`src/rtl/skewed_vector_feeder.sv`:
```
// Skewed vector feeder: loads a DIM x DIM matrix, then streams it out one beat
// per accepted handshake as DIM lanes (rows or columns), optionally skewed so
// lane i trails lane i-1 by one beat to form a systolic wavefront.
module skewed_vector_feeder #(
  parameter int unsigned DIM   = 4,
  parameter int unsigned WIDTH = 8,
  parameter int unsigned SKEW  = 1
) (
  input  logic                                  clk,
  input  logic                                  reset_n,
  input  logic                                  mode,
  input  logic                                  in_valid,
  output logic                                  in_ready,
  input  logic [DIM-1:0][DIM-1:0][WIDTH-1:0]    in_data,
  output logic                                  out_valid,
  input  logic                                  out_ready,
  output logic [DIM-1:0][WIDTH-1:0]             out_data,
  output logic                                  out_last,
  output logic                                  busy,
  output logic                                  done
);

  localparam int unsigned N  = DIM + SKEW * (DIM - 1);
  localparam int unsigned KW = $clog2(N + 1);
  localparam int unsigned DW = $clog2(DIM);

  typedef enum logic {IDLE = 1'b0, STREAM = 1'b1} state_t;

  state_t                              state_q, state_d;
  logic [KW-1:0]                       k_q, k_d;
  logic                                mode_q;
  logic                                done_q, done_d;
  logic                                load;
  logic [DIM-1:0][DIM-1:0][WIDTH-1:0]  buf_q;

  // State, beat counter, done pulse and captured matrix/mode registers
  always_ff @(posedge clk or negedge reset_n) begin
    if (!reset_n) begin
      state_q <= IDLE;
      k_q     <= '0;
      done_q  <= 1'b0;
      mode_q  <= 1'b0;
      buf_q   <= '0;
    end else begin
      state_q <= state_d;
      k_q     <= k_d;
      done_q  <= done_d;
      if (load) begin
        mode_q <= mode;
        buf_q  <= in_data;
      end
    end
  end

  // Next-state logic and handshake decode from the current state
  always_comb begin
    state_d   = state_q;
    k_d       = k_q;
    done_d    = 1'b0;
    load      = 1'b0;
    in_ready  = 1'b0;
    out_valid = 1'b0;
    out_last  = 1'b0;
    busy      = 1'b0;
    case (state_q)
      IDLE: begin
        in_ready = 1'b1;
        if (in_valid) begin
          load    = 1'b1;
          k_d     = '0;
          state_d = STREAM;
        end
      end
      STREAM: begin
        out_valid = 1'b1;
        busy      = 1'b1;
        out_last  = (k_q == KW'(N - 1));
        if (out_ready) begin
          if (k_q == KW'(N - 1)) begin
            k_d     = '0;
            done_d  = 1'b1;
            state_d = IDLE;
          end else begin
            k_d = k_q + KW'(1);
          end
        end
      end
      default: state_d = IDLE;
    endcase
  end

  // Lane selection: lane i reads element k - SKEW*i of its row/column, else zero
  always_comb begin
    int j;
    out_data = '0;
    j        = 0;
    if (state_q == STREAM) begin
      for (int i = 0; i < int'(DIM); i++) begin
        j = int'(k_q) - int'(SKEW) * i;
        if (j >= 0 && j < int'(DIM)) begin
          out_data[DW'(i)] = mode_q ? buf_q[DW'(i)][DW'(j)] : buf_q[DW'(j)][DW'(i)];
        end
      end
    end
  end

  assign done = done_q;

endmodule

```
`config.mk`:
```
export PLATFORM = sky130hd
export DESIGN_NAME = skewed_vector_feeder
export DESIGN_NICKNAME = d
export VERILOG_FILES = /design/src/rtl/skewed_vector_feeder.sv
export SDC_FILE = /design/constraint.sdc
export NUM_CORES = 1
export LEC_CHECK = 0
export BUFFER_PORTS_ARGS = -buffer_cell sky130_fd_sc_hd__buf_4
export CORE_AREA = 2 2 96 121
export DETAILED_ROUTE_END_ITERATION = 6
export DIE_AREA = 0 0 98 123
export PLACE_DENSITY = 0.83
export SYNTH_ARGS = -nofsm -noshare
export SYNTH_HDL_FRONTEND = slang
export SYNTH_SLANG_ARGS = --single-unit
```
`constraint.sdc`:
```
create_clock -name clk -period 2.68 [get_ports clk]
set_input_delay 0.536 -clock clk [delete_from_list [all_inputs] [get_ports clk]]
set_output_delay 0.536 -clock clk [all_outputs]
set_load 0.01 [all_outputs]
```
==> flow_summary.toml <==
[run_status]
status = "finished, final reports clean"

[power]
power_frac_comb_pct = 44.7
p_leak_nw = 2.928
p_seq_share_pct = 36.6
p_sw_mw = 2.465
p_per_area_nw_per_um2 = 1187
power.share.clock_pct = 18.7
max-vdd-ir-drop_mv = 0.4984
p_int_mw = 5.050
p_sw_share_pct = 32.80

[drt]
vias = 3282
first_pass_iters = 4
drtIter0Drc = 143
postRouteAntennaNets = 0
wl_um = 11030
wire_per_inst_um = 17.70
post-route-drc-count = 0
vias_per_cell = 5.268

[synthesis]
ys_top_cells_by_area = "dfrtp_1 50%, mux2_2 22%, mux2_4 5.9%"
yosysTopAreaCellShare_pct = 50.16
synth_seq_cells = 102
ys.flop_type = "dfrtp_1"
synth_edf_count = 0
synth_cell_types = 30
synth_cells = 370
yosysSeqAreaShare_pct = 50.16
yosysWarnings = 0
avgSynthCellArea_um2 = 13.75
yosysTopAreaCell = "dfrtp_1"
synth.most_common_cell = "dfrtp_1"
netlist_area_um2 = 5089
yosys-top-cells-count = "102 x dfrtp_1, 101 x mux2_2, 30 x buf_4, 20 x mux2_4, 20 x nor2_1"
ys_async_sr_fraction_pct = 100.0

[floorplanning]
ios = 170
die_h_um = 123
num_rows = 43
initial_core_util_pct = 46.59
coreArea_um2 = 10920
fp.dieArea_um2 = 12050
fp.dieW_um = 98

[sta]
finalSetupTns_ns = 0
fin_worst_skew_ns = 0.007857
hold_viol_final = 0
rsz0062_at_grt = "yes"
setup_violations = 0
period_share_pct = 96.72
fin_crit_ns = 2.592
fmax_mhz = 385.8
drv_slew = 0

[clocking]
clock_latency_ns = 0.34
cts_hold_buf = 0
cts_buffer_depth = 2
clock-sinks = 102
h-tree-depth = 3
clkTransAtPathRegs_ns = 0.07
root_buffer = "clkbuf_16"
cts_buffers = 9
tritoncts = "yes"

[cells_and_area]
syn_to_final_growth_pct = 24.44
num_antenna_cells = 0
fin_nets = 621
layout-drive-gt1-share_pct = 57.79
fin_cells = 623

[setup_path]
timing.rr.start = "state_q"
worstSetupEndpointType = "output port"
cp.required_ns = 2.14
crit_arrival_ns = 2.06
rrSetupSlack_ns = 0.85
crit_fanout = 8
reg2reg_to = "buf_q[53]"
reg2regPathDepth = 3
cp-start-kind = "flip-flop"
critical_path_class = "reg2out"

[global_routing]
grt.overflow.total = 0
grt.total_usage_pct = 18.75
grt_pass1_vias = 3467
grt_max_degree = 50
grt_pass1_wl_um = 17560
antenna_found_initial = 0

[placement]
io_buffers = 121
placed_cells = 608
gp_congestion = 0.8296
dp_hpwl_um = 8082

[worst_hold_path]
hold_class = "in2async"

[run]
drv_cap = 0
worst max-delay path: stages (launching register included):
cell and delay (ns):
dfrtp_1 0.40, inv_2 0.08, ha_1 0.34, nand2_1 0.29, o22ai_1 0.17, nor3_1 0.26
buf_4 0.18
cells in the final DEF, fill, tap and decap left out, drive strengths merged:
| master | synthesis | routed |
|---|---|---|
| o21ai | 5 | 5 |
| dfrtp | 102 | 102 |
| a21oi | 9 | 9 |
| mux2i | 8 | 8 |
| clkinv | 0 | 2 |
| nand2 | 5 | 5 |
| nand3 | 2 | 2 |
| o22ai | 16 | 16 |
| nor3 | 9 | 9 |
| mux4 | 8 | 8 |
| buf | 41 | 130 |
| ha | 4 | 4 |
| clkbuf | 1 | 11 |
| inv | 3 | 3 |
| or2 | 1 | 1 |
| a211oi | 9 | 9 |
| nand2b | 2 | 2 |
| conb | 1 | 16 |
| o2bb2ai | 1 | 1 |
| and2 | 1 | 1 |
| nor2 | 20 | 20 |
| mux2 | 121 | 121 |
| bufinv | 0 | 2 |
| nor2b | 1 | 1 |
worst max-delay path by stage:
stage | start | endpoint | cells after the start
floorplan | k_q[0] | out_data[11] | 7
global placement | mode_q | out_data[10] | 5
detailed placement | k_q[0] | out_data[8] | 6
CTS | k_q[0] | out_data[8] | 6
global route | k_q[0] | out_data[9] | 6
finish | k_q[0] | out_data[8] | 6
cell families after synthesis:
kind of cell	Yosys count	share of synthesized area, %
AOI/OAI and AO/OA	40	5.016
adders and majority gates	4	0.9836
buffers and inverters	45	6.811
DFF	102	50.16
muxes	137	33.37
other	1	0.07369
and+or+nand+nor	41	3.590
power groups by stage:
stage	logic, mW	clock network (mW)	registers, mW
after global placement	3.30	0	2.70
after CTS	3.37	1.44	2.75
after global routing	3.65	1.49	2.85
final	3.36	1.41	2.75
after floorplan	2.46	0	2.57
after detailed placement	3.36	0	2.78
state kept, by name, summed over array words and instances, names as in the netlist:
| register | flops |
|---|---|
| buf_q | 96 |
| done | 1 |
| k_q | 3 |
| mode_q | 1 |
| state_q | 1 |
per-layer routing:
layer | up-vias | track usage [%] | routed length (um)
li1 | 1536 | - | -
met1 | 1618 | 23.07 | 4591
met2 | 102 | 32.23 | 5595
met3 | 26 | 2.940 | 442
met4 | 0 | 9.462 | 400
met5 | - | 0 | 0
cell type report:
type / instances / area [um2]
clock inverters: 4 / 70.07
well taps: 135 / 168.9
multi-input cells: 238 / 2256
clock buffers: 11 / 252.7
inverters: 3 / 11.26
repair buffers: 130 / 1017
flip-flops and latches: 102 / 2556
fillers: 905 / 4589
stage by stage:
stage	hold slack [ns]	util, %	power [mW]	setup slack, ns	instance area [um2]
after floorplan	0.2404	-	5.028	0.4618	5145
after global placement	0.4700	54.92	5.996	0.4506	5998
after detailed placement	0.4846	54.92	6.133	0.3974	5998
after CTS	0.1154	57.88	7.565	0.03026	6321
after global routing	0.1360	57.98	7.994	-0.006429	6332
final	0.1175	57.98	7.515	0.08791	6332
repair_timing:
| item | in CTS | in global routing |
|---|---|---|
| buffers inserted | 0 | 0 |
| setup endpoints to repair | 0 | 12 |
| gates resized for setup | 0 | 4 |
(Power assumes the default switching activity.)
